<file path="src/rtl/fp_addsub_arbiter.sv">
`default_nettype none
// ============================================================================
//  Module   : fp_addsub_arbiter (with shared add/sub unit Final)
//  Purpose  : Round-robin sharing of one single-precision add/sub unit
//             between two requesters.
//  Revision : 1.0  initial release
// ============================================================================

// Combinational single-precision add/sub. Truncating; Inf/NaN operands are
// not special-cased.
module Final (
   input  logic [31:0] NumberA,
   input  logic [31:0] NumberB,
   input  logic        A_S,
   output logic [31:0] Result
);
   logic        w_sa, w_sb, w_sx, w_sy, w_swap, w_eff_sub;
   logic [7:0]  w_ea, w_eb, w_ex, w_ey, w_d, w_sh;
   logic [26:0] w_ma, w_mb, w_mx, w_my, w_my_sh;
   logic [27:0] w_sum, w_norm;
   logic [4:0]  w_lz;
   logic [9:0]  w_e_res;
   logic        w_unused;

   always_comb begin
      w_sa = NumberA[31];
      w_sb = NumberB[31] ^ A_S;
      // Denormals share the exponent scale of exponent 1 with no hidden bit
      w_ea = (NumberA[30:23] == 8'd0) ? 8'd1 : NumberA[30:23];
      w_eb = (NumberB[30:23] == 8'd0) ? 8'd1 : NumberB[30:23];
      w_ma = {|NumberA[30:23], NumberA[22:0], 3'b000};
      w_mb = {|NumberB[30:23], NumberB[22:0], 3'b000};
      w_swap = {w_eb, w_mb} > {w_ea, w_ma};
      w_sx = w_swap ? w_sb : w_sa;
      w_sy = w_swap ? w_sa : w_sb;
      w_ex = w_swap ? w_eb : w_ea;
      w_ey = w_swap ? w_ea : w_eb;
      w_mx = w_swap ? w_mb : w_ma;
      w_my = w_swap ? w_ma : w_mb;
      w_eff_sub = w_sx ^ w_sy;
      w_d = w_ex - w_ey;
      w_my_sh = (w_d > 8'd26) ? 27'd0 : (w_my >> w_d);
      w_sum = w_eff_sub ? ({1'b0, w_mx} - {1'b0, w_my_sh})
                        : ({1'b0, w_mx} + {1'b0, w_my_sh});
      w_lz = 5'd27;
      for (int i = 0; i < 27; i++) begin
         if (w_sum[i]) w_lz = 5'(26 - i);
      end
      w_sh = 8'd0;
      if (w_sum[27]) begin
         w_e_res = {2'b00, w_ex} + 10'd1;
         w_norm  = w_sum >> 1;
      end else if ({3'b000, w_lz} < w_ex) begin
         w_e_res = {2'b00, w_ex} - {5'd0, w_lz};
         w_norm  = w_sum << w_lz;
      end else begin
         // Result underflows into the denormal range
         w_sh    = w_ex - 8'd1;
         w_e_res = 10'd0;
         w_norm  = w_sum << w_sh;
      end
      if (w_sum == 28'd0)
         Result = 32'h0000_0000;
      else if (w_e_res >= 10'd255)
         Result = {w_sx, 8'hFF, 23'd0};
      else
         Result = {w_sx, w_e_res[7:0], w_norm[25:3]};
   end

   assign w_unused = &{1'b0, w_norm[27:26], w_norm[2:0]};
endmodule

module fp_addsub_arbiter #(
   parameter int FIRST_PRIO = 0,
   parameter int CNT_W      = 16
) (
   input  logic             clk,
   input  logic             rst,
   input  logic             req0_valid,
   input  logic [31:0]      req0_a,
   input  logic [31:0]      req0_b,
   input  logic             req0_op,
   output logic             req0_ready,
   input  logic             req1_valid,
   input  logic [31:0]      req1_a,
   input  logic [31:0]      req1_b,
   input  logic             req1_op,
   output logic             req1_ready,
   output logic             rsp_valid,
   output logic             rsp_id,
   output logic [31:0]      rsp_result,
   input  logic             rsp_ready,
   output logic             busy,
   output logic [CNT_W-1:0] op_count
);
   typedef enum logic [1:0] {
      IDLE = 2'd0,
      EXEC = 2'd1,
      RESP = 2'd2
   } state_t;

   localparam logic c_last_rst = (FIRST_PRIO == 0) ? 1'b1 : 1'b0;

   state_t            r_state, w_next;
   logic              r_last, r_id, r_op;
   logic [31:0]       r_a, r_b, r_result;
   logic [CNT_W-1:0]  r_count;
   logic              w_accept, w_pick;
   logic [31:0]       w_fp_result;

   Final u_fp (
      .NumberA (r_a),
      .NumberB (r_b),
      .A_S     (r_op),
      .Result  (w_fp_result)
   );

   always_comb begin
      w_next     = r_state;
      w_accept   = 1'b0;
      req0_ready = 1'b0;
      req1_ready = 1'b0;
      // Under contention the requester not granted last time wins
      w_pick = (req0_valid && req1_valid) ? ~r_last : req1_valid;
      case (r_state)
         IDLE: begin
            if (!rst && (req0_valid || req1_valid)) begin
               w_accept   = 1'b1;
               req0_ready = ~w_pick;
               req1_ready = w_pick;
               w_next     = EXEC;
            end
         end
         EXEC:    w_next = RESP;
         RESP:    if (rsp_ready) w_next = IDLE;
         default: w_next = IDLE;
      endcase
   end

   always_ff @(posedge clk) begin
      if (rst) begin
         r_state  <= IDLE;
         r_last   <= c_last_rst;
         r_id     <= 1'b0;
         r_op     <= 1'b0;
         r_a      <= 32'd0;
         r_b      <= 32'd0;
         r_result <= 32'd0;
         r_count  <= '0;
      end else begin
         r_state <= w_next;
         if (w_accept) begin
            r_last <= w_pick;
            r_id   <= w_pick;
            r_a    <= w_pick ? req1_a  : req0_a;
            r_b    <= w_pick ? req1_b  : req0_b;
            r_op   <= w_pick ? req1_op : req0_op;
         end
         if (r_state == EXEC)
            r_result <= w_fp_result;
         if (r_state == RESP && rsp_ready && !(&r_count))
            r_count <= r_count + 1'b1;
      end
   end

   assign rsp_valid  = (r_state == RESP);
   assign rsp_id     = r_id;
   assign rsp_result = r_result;
   assign busy       = (r_state != IDLE);
   assign op_count   = r_count;
endmodule
`default_nettype wire

</file>
<file path="config.mk">
export PLATFORM = sky130hd
export DESIGN_NAME = fp_addsub_arbiter
export DESIGN_NICKNAME = d
export VERILOG_FILES = /design/src/rtl/fp_addsub_arbiter.sv
export SDC_FILE = /design/constraint.sdc
export NUM_CORES = 1
export LEC_CHECK = 0
export ABC_AREA = 0
export BUFFER_PORTS_ARGS = -buffer_cell sky130_fd_sc_hd__buf_4
export CAP_MARGIN = 20
export CORE_UTILIZATION = 55
export DETAILED_ROUTE_END_ITERATION = 6
export PLACE_DENSITY = 0.76
export SLEW_MARGIN = 20
export SYNTH_ARGS = -nofsm -noshare
export SYNTH_HDL_FRONTEND = slang
export SYNTH_HIERARCHICAL = 1
export SYNTH_SLANG_ARGS = --single-unit
export TNS_END_PERCENT = 10
</file>
<file path="constraint.sdc">
create_clock -name clk -period 17.8 [get_ports clk]
set_input_delay 0.89 -clock clk [delete_from_list [all_inputs] [get_ports clk]]
set_output_delay 0.89 -clock clk [all_outputs]
set_load 0.01 [all_outputs]
</file>
==> flow_metrics.env, run 1 <==
export IMPL_ys_async_sr_fraction=0
export IMPL_drv_slew=0
export IMPL_antenna_found_initial=0
export IMPL_diodes=0
export IMPL_finalSetupViolCount=0
export IMPL_worst_setup_path_type="reg -> reg"
export IMPL_place_ws_ps=2523
export IMPL_synth_ff_latch_count=117
export IMPL_synth_cells=2017
export IMPL_io_buffers=187
export IMPL_fin_crit_sh=0.8878
export IMPL_arrival_ps=16100
export IMPL_cts_hold_fix_buffers=0
export IMPL_clk_pin_slew_ps=70
export IMPL_fp_row_count=59
export IMPL_clock_sinks=117
export IMPL_min_to="rsp_result[26]$_SDFFE_PP0N_"
export IMPL_synthDistinctLibCells=115
export IMPL_die_area_mm2=0.02753
export IMPL_finalWirelength_mm=53.36
export IMPL_met3_wirelength_mm=4.615
export IMPL_viasPerCell=6.750
export IMPL_cts_resized_gates=0
export IMPL_dp_hpwl_mm=41.48
export IMPL_cts_root_buf="clkbuf_16"
export IMPL_grt_usage=0.3779
export IMPL_drt_initial_drc_count=1943
export IMPL_holdPathStages=2
export IMPL_ys_seq_area_frac=0.1585
export IMPL_fin_nets=2305
export IMPL_cts_made_buffers=17
export IMPL_cts_path_max_buffers=2
export IMPL_setup_slack_ps=1997
export IMPL_vias=16520
export IMPL_violations="DRC"
export IMPL_syn_avg_cell_area_um2=7.327
export IMPL_n_fill_cell=2387
export IMPL_overflow=0
export IMPL_clock_skew_ps=13.07
export IMPL_regToRegStartpoint="r_a[29]$_SDFFE_PP0P_"
export IMPL_final_common_cell="nor2_1"
export IMPL_cts_tree="built"
export IMPL_drive_gt1_frac=0.1671
export IMPL_drt_met1_wl_mm=22.44
export IMPL_synth_edff_count=0
export IMPL_grt_pass1_wl_mm=83.66
export IMPL_num_io_pins=188
export IMPL_wl_met2_mm=24.37
export IMPL_status="finished, violations left"
export IMPL_post_cts_setup_buffer_count=0
export IMPL_antenna_left=0
export IMPL_firstDrtPassIters=7
export IMPL_r2r_cells=57
export IMPL_coreArea_mm2=0.02621
export IMPL_r2r_setup_slack_ps=2000
export IMPL_start_util=0.5640
export IMPL_critical_path_endpoint_type="register"
export IMPL_syn_nets=2222
export IMPL_die_x_um=165.9
export IMPL_setup_tns_ps=0
export IMPL_synth_ff_type="dfxtp_1"
export IMPL_cp_slowest_cell="a2111oi_0"
export IMPL_grt_max_degree=112
export IMPL_worst_path_largest_cell_delay_ps=950
export IMPL_r2r_end="rsp_result[16]$_SDFFE_PP0N_"
export IMPL_max_freq_mhz=63.28
export IMPL_cpMostUsedCell="a21oi_1"
export IMPL_area_growth_pct=13.00
export IMPL_critPathRequiredTime_ps=18090
export IMPL_top_layer_used="met4"
export IMPL_period_needed_ps=15800
export IMPL_clk_latency_ps=430
export IMPL_wire_per_inst_um=21.80
export IMPL_hold_class="reg -> reg"
export IMPL_drc_errors=2
export IMPL_final_cell_mix="nor2_1 (222), nand2_1 (214), buf_4 (210), a21oi_1 (156), mux2i_1 (142)"
export IMPL_start_kind="register"
export IMPL_gp_congestion=1.021
export IMPL_rsz0062_at_grt="no"
export IMPL_max_slew_margin=0.2571
export IMPL_synth_area_mm2=0.01478
export IMPL_ys_warn_count=6
export IMPL_max_slew_worst_pin_slew_ps=1086
export IMPL_maxCapViolations=0
export IMPL_grt_pass1_vias=15400
export IMPL_htreeDepth=4
export IMPL_chipHeight_um=165.9
export IMPL_hold_viol_final=0
export IMPL_worstPathMaxFanout=53
export IMPL_hp_start="rsp_result[26]$_SDFFE_PP0N_"
[cell type report]
class / count / area (um^2) / area share
timing repair buffer: 210 / 1577 / 0.09440
tap: 335 / 419.2 / 0.02510
clock inverter: 15 / 153.9 / 0.009216
inverter: 57 / 214.0 / 0.01281
sequential: 117 / 2342 / 0.1403
multi-input combinational: 1697 / 11570 / 0.6927
clock buffer: 17 / 425.4 / 0.02547
[stage by stage]
step / instance area [um^2] / utilization / instances / hold WS (ps)
2_1_floorplan: 14780 / - / 2017 / 432.5
3_3_place_gp: 16120 / 0.6150 / 2416 / 444.2
3_5_place_dp: 16120 / 0.6150 / 2416 / 448.2
4_1_cts: 16700 / 0.6371 / 2448 / 456.1
5_1_grt: 16700 / 0.6372 / 2448 / 475.6
6_report: 16700 / 0.6372 / 2448 / 454.0
[flip-flops by register name (all words and copies together) (netlist names)]
| signal | flops |
|---|---|
| r_op | 1 |
| rsp_result | 32 |
| r_b | 32 |
| r_last | 1 |
| rsp_id | 1 |
| op_count | 16 |
| r_a | 32 |
| r_state | 2 |
[synth_stat cells (19+ instances only)]
cell / number / area [um^2]
mux2i_1: 142 / 1421
ha_1: 69 / 863.3
dfxtp_1: 117 / 2342
nor3_1: 56 / 280.3
a211oi_1: 86 / 645.6
a21o_1: 29 / 217.7
mux2_2: 27 / 304.0
o211ai_1: 28 / 210.2
o21ai_0: 102 / 510.5
nor2b_1: 26 / 162.7
nand4_1: 22 / 137.6
nor2_1: 222 / 833.3
nand3_1: 46 / 230.2
nand2b_1: 23 / 143.9
a21oi_1: 156 / 780.8
and3_1: 19 / 118.9
xnor2_1: 31 / 271.5
nand2_1: 215 / 807.0
clkbuf_1: 80 / 300.3
xor2_1: 33 / 289.0
o22ai_1: 19 / 118.9
and2_1: 21 / 131.4
inv_1: 53 / 198.9
buf_2: 38 / 190.2
[cell families (layout without fill, tap and decap cells)]
kind of cell | count (synthesis) | in the layout | share of synthesized area
and+or+nand+nor | 753 | 753 | 0.2464
AOI/OAI and AO/OA | 620 | 620 | 0.2888
buffers and inverters | 203 | 299 | 0.06087
muxes | 187 | 187 | 0.1437
DFF | 117 | 117 | 0.1585
adders and majority gates | 70 | 70 | 0.05977
xor gates and xnor gates | 67 | 67 | 0.04199
[worst max-delay path, delay by kind of cell, from the launching register on]
family | cells | cell delay, ps
AOI/OAI and AO/OA | 28 | 8340
xor gates and xnor gates | 1 | 170
buffers and inverters | 3 | 1170
DFF | 1 | 330
muxes | 1 | 500
and+or+nand+nor | 20 | 3800
adders and majority gates | 4 | 1330
[worst max-delay path by stage]
stage / endpoint / from / cells past startpoint / slack [ps]
final: rsp_result[16]$_SDFFE_PP0N_ / r_a[29]$_SDFFE_PP0P_ / 57 / 2000
after global routing: rsp_result[16]$_SDFFE_PP0N_ / r_a[26]$_SDFFE_PP0P_ / 54 / 1080
after CTS: rsp_result[20]$_SDFFE_PP0N_ / r_a[26]$_SDFFE_PP0P_ / 53 / 2480
after detailed placement: rsp_result[20]$_SDFFE_PP0N_ / r_a[29]$_SDFFE_PP0P_ / 53 / 2520
after global placement: rsp_result[20]$_SDFFE_PP0N_ / r_a[29]$_SDFFE_PP0P_ / 54 / 2790
after floorplan: rsp_result[22]$_SDFFE_PP0N_ / r_a[29]$_SDFFE_PP0P_ / 64 / 4260
[routing by layer]
layer | GRT usage | up-vias
met5 | 0 | -
met4 | 0.1390 | 0
met3 | 0.06077 | 157
met2 | 0.6327 | 959
met1 | 0.4883 | 7715
li1 | - | 7692
Power of run 1 is not shown: default switching activity piles up to over one toggle a cycle in this logic, so the estimate is an artifact.
==> run 2, diff against run 1 <==
BUFFER_PORTS_ARGS = default   (was -buffer_cell sky130_fd_sc_hd__buf_4)
DONT_BUFFER_PORTS = 1   (was default)
PLACE_DENSITY = 0.7   (was 0.76)
==> run 2 against run 1 <==
The run still ends with DRC left. Worst setup slack improved by 100 ps. Die area did not move. Final cell count fell by 7.6%. Hold slack improved by 42 ps. Largest cell class unchanged.
==> flow_metrics.env, run 2 (synthesis results as in run 1) <==
export IMPL_status="finished, violations left"
export IMPL_violations="DRC"
export IMPL_postLayoutCellArea_mm2=0.01532
export IMPL_period_needed_ps=15700
export IMPL_clk_latency_ps=430
export IMPL_grt_pass1_vias=14550
export IMPL_r2r_cells=55
export IMPL_post_cts_setup_buffer_count=0
export IMPL_maxCapViolations=0
export IMPL_hold_viol_final=0
export IMPL_drt_initial_drc_count=2045
export IMPL_cts_made_buffers=17
export IMPL_htreeDepth=4
export IMPL_drc_errors=4
export IMPL_fin_nets=2118
export IMPL_io_buffers=0
export IMPL_cts_root_buf="clkbuf_16"
export IMPL_fin_crit_sh=0.8822
export IMPL_max_slew_worst_pin_slew_ps=1044
export IMPL_clock_skew_ps=22.26
export IMPL_hp_start="rsp_result[29]$_SDFFE_PP0N_"
export IMPL_stdcell_count=2261
export IMPL_holdPathStages=2
export IMPL_max_slew_margin=0.2857
export IMPL_r2r_setup_slack_ps=2100
export IMPL_die_x_um=165.9
export IMPL_max_freq_mhz=63.68
export IMPL_cts_path_max_buffers=2
export IMPL_viasPerCell=7.004
export IMPL_hold_class="reg -> reg"
export IMPL_finalSetupViolCount=0
export IMPL_overflow=0
export IMPL_whs_ps=496.3
export IMPL_min_to="rsp_result[29]$_SDFFE_PP0N_"
export IMPL_coreArea_mm2=0.02621
export IMPL_grt_usage=0.3744
export IMPL_diodes=0
export IMPL_rsz0062_at_grt="no"
export IMPL_drv_slew=0
export IMPL_worstPathMaxFanout=53
export IMPL_grt_pass1_wl_mm=82.29
export IMPL_r2r_end="rsp_result[8]$_SDFFE_PP0N_"
export IMPL_cp_slowest_cell="a211oi_1"
export IMPL_vias=15840
export IMPL_clock_sinks=117
export IMPL_critical_path_endpoint_type="register"
export IMPL_cts_hold_fix_buffers=0
export IMPL_gp_congestion=0.9931
export IMPL_area_growth_pct=3.691
export IMPL_placed_cells=2229
export IMPL_arrival_ps=16030
export IMPL_chipHeight_um=165.9
export IMPL_critPathRequiredTime_ps=18120
export IMPL_antenna_left=0
export IMPL_die_area_mm2=0.02753
export IMPL_place_area_mm2=0.01472
export IMPL_wire_per_inst_um=23.34
export IMPL_final_cell_mix="nor2_1 (222), nand2_1 (214), a21oi_1 (156), mux2i_1 (142), dfxtp_1 (117)"
export IMPL_clk_pin_slew_ps=70
export IMPL_num_io_pins=188
export IMPL_finalWirelength_mm=52.76
export IMPL_cts_tree="built"
export IMPL_setup_tns_ps=0
export IMPL_cts_resized_gates=0
export IMPL_final_common_cell="nor2_1"
export IMPL_fp_row_count=59
export IMPL_dp_hpwl_mm=40.37
export IMPL_worst_setup_path_type="reg -> reg"
export IMPL_antenna_found_initial=1
export IMPL_firstDrtPassIters=7
export IMPL_worst_path_largest_cell_delay_ps=640
export IMPL_cpMostUsedCell="nor2_1"
export IMPL_grt_max_degree=122
export IMPL_regToRegStartpoint="r_a[29]$_SDFFE_PP0P_"
export IMPL_start_util=0.5640
export IMPL_drive_gt1_frac=0.08671
export IMPL_start_kind="register"
## run 2: how the worst max path moves through the flow
| stage | from | endpoint | slack (ps) | cells after the start |
|---|---|---|---|---|
| floorplan | r_a[29]$_SDFFE_PP0P_ | rsp_result[22]$_SDFFE_PP0N_ | 4260 | 64 |
| global placement | r_a[29]$_SDFFE_PP0P_ | rsp_result[8]$_SDFFE_PP0N_ | 2760 | 52 |
| detailed placement | r_a[29]$_SDFFE_PP0P_ | rsp_result[8]$_SDFFE_PP0N_ | 2500 | 55 |
| CTS | r_a[29]$_SDFFE_PP0P_ | rsp_result[8]$_SDFFE_PP0N_ | 2440 | 55 |
| global route | r_a[26]$_SDFFE_PP0P_ | rsp_result[8]$_SDFFE_PP0N_ | 1020 | 55 |
| finish | r_a[29]$_SDFFE_PP0P_ | rsp_result[8]$_SDFFE_PP0N_ | 2100 | 55 |
## run 2: routing by layer
layer | GRT usage | share of wire
met1 | 0.5008 | 0.43
met2 | 0.6001 | 0.45
met3 | 0.07054 | 0.093
met4 | 0.1329 | 0.032
met5 | 0 | 0.00025
## run 2: stage by stage
step,utilization,worst slack [ps]
6_report,0.5848,2097
5_1_grt,0.5848,1016
4_1_cts,0.5847,2445
3_5_place_dp,0.5616,2500
3_3_place_gp,0.5615,2763
2_1_floorplan,-,4261
## run 2: layout make-up
type	instances	area (um^2)
Clock buffer	17	425.4
Clock inverter	15	181.4
Fill cell	2455	10880
Inverter	57	214.0
Multi-Input combinational cell	1697	11570
Sequential cell	117	2342
Tap cell	335	419.2
Timing Repair Buffer	23	172.7
## run 2: critical path, delay by kind of cell, from the launching register on
family	cells	cell delay, ps
compound gates	19	5520
fa+ha+maj	4	1540
flops	1	320
mux	3	1340
buf+inv	1	530
xor+xnor	2	670
simple gates	26	5660
Power of run 2 is left out for the same reason.
==> run 3, diff against run 2 <==
RECOVER_POWER = 25   (was default)
==> run 3 against run 2 <==
The flow now finishes without violations. Cell area decreased by 0.14%. Core utilization decreased by 0.081 points. Via count decreased by 0.71%. Critical path depth unchanged. Die area unchanged. Count of clock-buffer cells in the layout unchanged. Sequential cell count unchanged. Routed wire length decreased by 0.12%. Clock skew increased by 1.7 ps. Worst setup slack improved by 39 ps. Critical endpoint unchanged.
==> flow_metrics.env, run 3 (synthesis results as in run 1) <==
export IMPL_final_common_cell="nor2_1"
export IMPL_drc_errors=0
export IMPL_setup_tns_ps=0
export IMPL_period_needed_ps=15660
export IMPL_max_slew_margin=0.1441
export IMPL_placed_cells=2229
export IMPL_r2r_end="rsp_result[8]$_SDFFE_PP0N_"
export IMPL_vias=15720
export IMPL_cts_tree="built"
export IMPL_status="complete, no violations"
export IMPL_num_io_pins=188
export IMPL_area_growth_pct=3.547
export IMPL_cts_made_buffers=17
export IMPL_clk_pin_slew_ps=70
export IMPL_worst_path_largest_cell_delay_ps=640
export IMPL_cts_path_max_buffers=2
export IMPL_worstPathMaxFanout=53
export IMPL_r2r_cells=55
export IMPL_hp_start="rsp_result[29]$_SDFFE_PP0N_"
export IMPL_stdcell_count=2261
export IMPL_overflow=0
export IMPL_fp_row_count=59
export IMPL_worst_setup_path_type="reg -> reg"
export IMPL_r2r_setup_slack_ps=2140
export IMPL_cts_root_buf="clkbuf_16"
export IMPL_post_cts_setup_buffer_count=0
export IMPL_hold_class="reg -> reg"
export IMPL_drt_initial_drc_count=2066
export IMPL_drive_gt1_frac=0.08411
export IMPL_drv_slew=0
export IMPL_critical_path_endpoint_type="register"
export IMPL_regToRegStartpoint="r_a[29]$_SDFFE_PP0P_"
export IMPL_wl_met2_mm=23.61
export IMPL_diodes=0
export IMPL_rsz0062_at_grt="no"
export IMPL_max_freq_mhz=63.84
export IMPL_cpMostUsedCell="nor2_1"
export IMPL_coreArea_mm2=0.02621
export IMPL_cts_resized_gates=0
export IMPL_htreeDepth=4
export IMPL_top_layer_used="met5"
export IMPL_grt_pass1_wl_mm=82.29
export IMPL_dp_hpwl_mm=40.37
export IMPL_antenna_left=0
export IMPL_cts_hold_fix_buffers=0
export IMPL_max_slew_worst_pin_slew_ps=1284
export IMPL_chipHeight_um=165.9
export IMPL_final_cell_mix="nor2_1 (223), nand2_1 (214), a21oi_1 (156), mux2i_1 (142), dfxtp_1 (117)"
export IMPL_viasPerCell=6.954
export IMPL_start_util=0.5640
export IMPL_die_x_um=165.9
export IMPL_clock_skew_ps=23.99
export IMPL_antenna_found_initial=1
export IMPL_grt_usage=0.3744
export IMPL_clk_latency_ps=430
export IMPL_finalSetupViolCount=0
export IMPL_fin_nets=2118
export IMPL_die_area_mm2=0.02753
export IMPL_fin_crit_sh=0.8800
export IMPL_min_to="rsp_result[29]$_SDFFE_PP0N_"
export IMPL_hold_viol_final=0
export IMPL_io_buffers=0
export IMPL_grt_max_degree=122
export IMPL_arrival_ps=15990
export IMPL_n_fill_cell=2460
export IMPL_holdPathStages=2
export IMPL_wire_per_inst_um=23.31
export IMPL_cp_slowest_cell="a211oi_1"
export IMPL_worstSetupStartpoint="r_a[29]$_SDFFE_PP0P_"
export IMPL_firstDrtPassIters=6
export IMPL_gp_congestion=0.9931
export IMPL_critPathRequiredTime_ps=18120
export IMPL_drt_met1_wl_mm=22.79
export IMPL_start_kind="register"
export IMPL_met3_wirelength_mm=4.636
export IMPL_clock_sinks=117
export IMPL_finalWirelength_mm=52.70
export IMPL_maxCapViolations=0
export IMPL_grt_pass1_vias=14550
-- run 3: cell types whose count changed in the layout (fill, tap and decap cells not counted) --
cell,previous run,this run
nand2b_1,22,23
nand2b_2,1,0
nand4_1,22,23
nand4_2,3,2
nor2_1,222,223
nor2_4,2,1
nor3_1,56,57
nor3_2,3,2
or2_0,1,2
or2_2,13,12
-- run 3: worst max-delay path: cells and delay by family, from the launching register on --
kind | cells | cell delay [ps]
compound gates | 19 | 5540
xor+xnor | 2 | 650
fa+ha+maj | 4 | 1540
buf+inv | 1 | 530
flops | 1 | 320
mux | 3 | 1340
simple gates | 26 | 5600
-- run 3: layer usage --
metal | track usage | vias up
met2 | 0.6001 | 878
li1 | - | 7317
met3 | 0.07054 | 121
met1 | 0.5008 | 7406
met4 | 0.1329 | 2
met5 | 0 | -
-- run 3: area by class of cell --
class	instances	area, um^2	share of cell area
Clock buffer	17	425.4	0.02780
Clock inverter	15	181.4	0.01186
Timing Repair Buffer	23	172.7	0.01128
Sequential cell	117	2342	0.1531
Inverter	57	214.0	0.01398
Tap cell	335	419.2	0.02739
Multi-Input combinational cell	1697	11550	0.7546
-- run 3: worst max path at each step --
stage / to / slack, ps
3_3_place_gp: rsp_result[8]$_SDFFE_PP0N_ / 2760
2_1_floorplan: rsp_result[22]$_SDFFE_PP0N_ / 4260
6_report: rsp_result[8]$_SDFFE_PP0N_ / 2140
3_5_place_dp: rsp_result[8]$_SDFFE_PP0N_ / 2500
4_1_cts: rsp_result[8]$_SDFFE_PP0N_ / 2440
5_1_grt: rsp_result[8]$_SDFFE_PP0N_ / 1010
-- run 3: stage by stage --
step,hold slack (ps),util,cell area (um^2),worst slack [ps]
6_report,495.7,0.5840,15300,2137
3_3_place_gp,483.4,0.5615,14710,2763
2_1_floorplan,432.5,-,14780,4261
5_1_grt,514.3,0.5840,15300,1012
3_5_place_dp,487.9,0.5616,14720,2500
4_1_cts,497.2,0.5847,15320,2445
Power of run 3 is left out for the same reason.
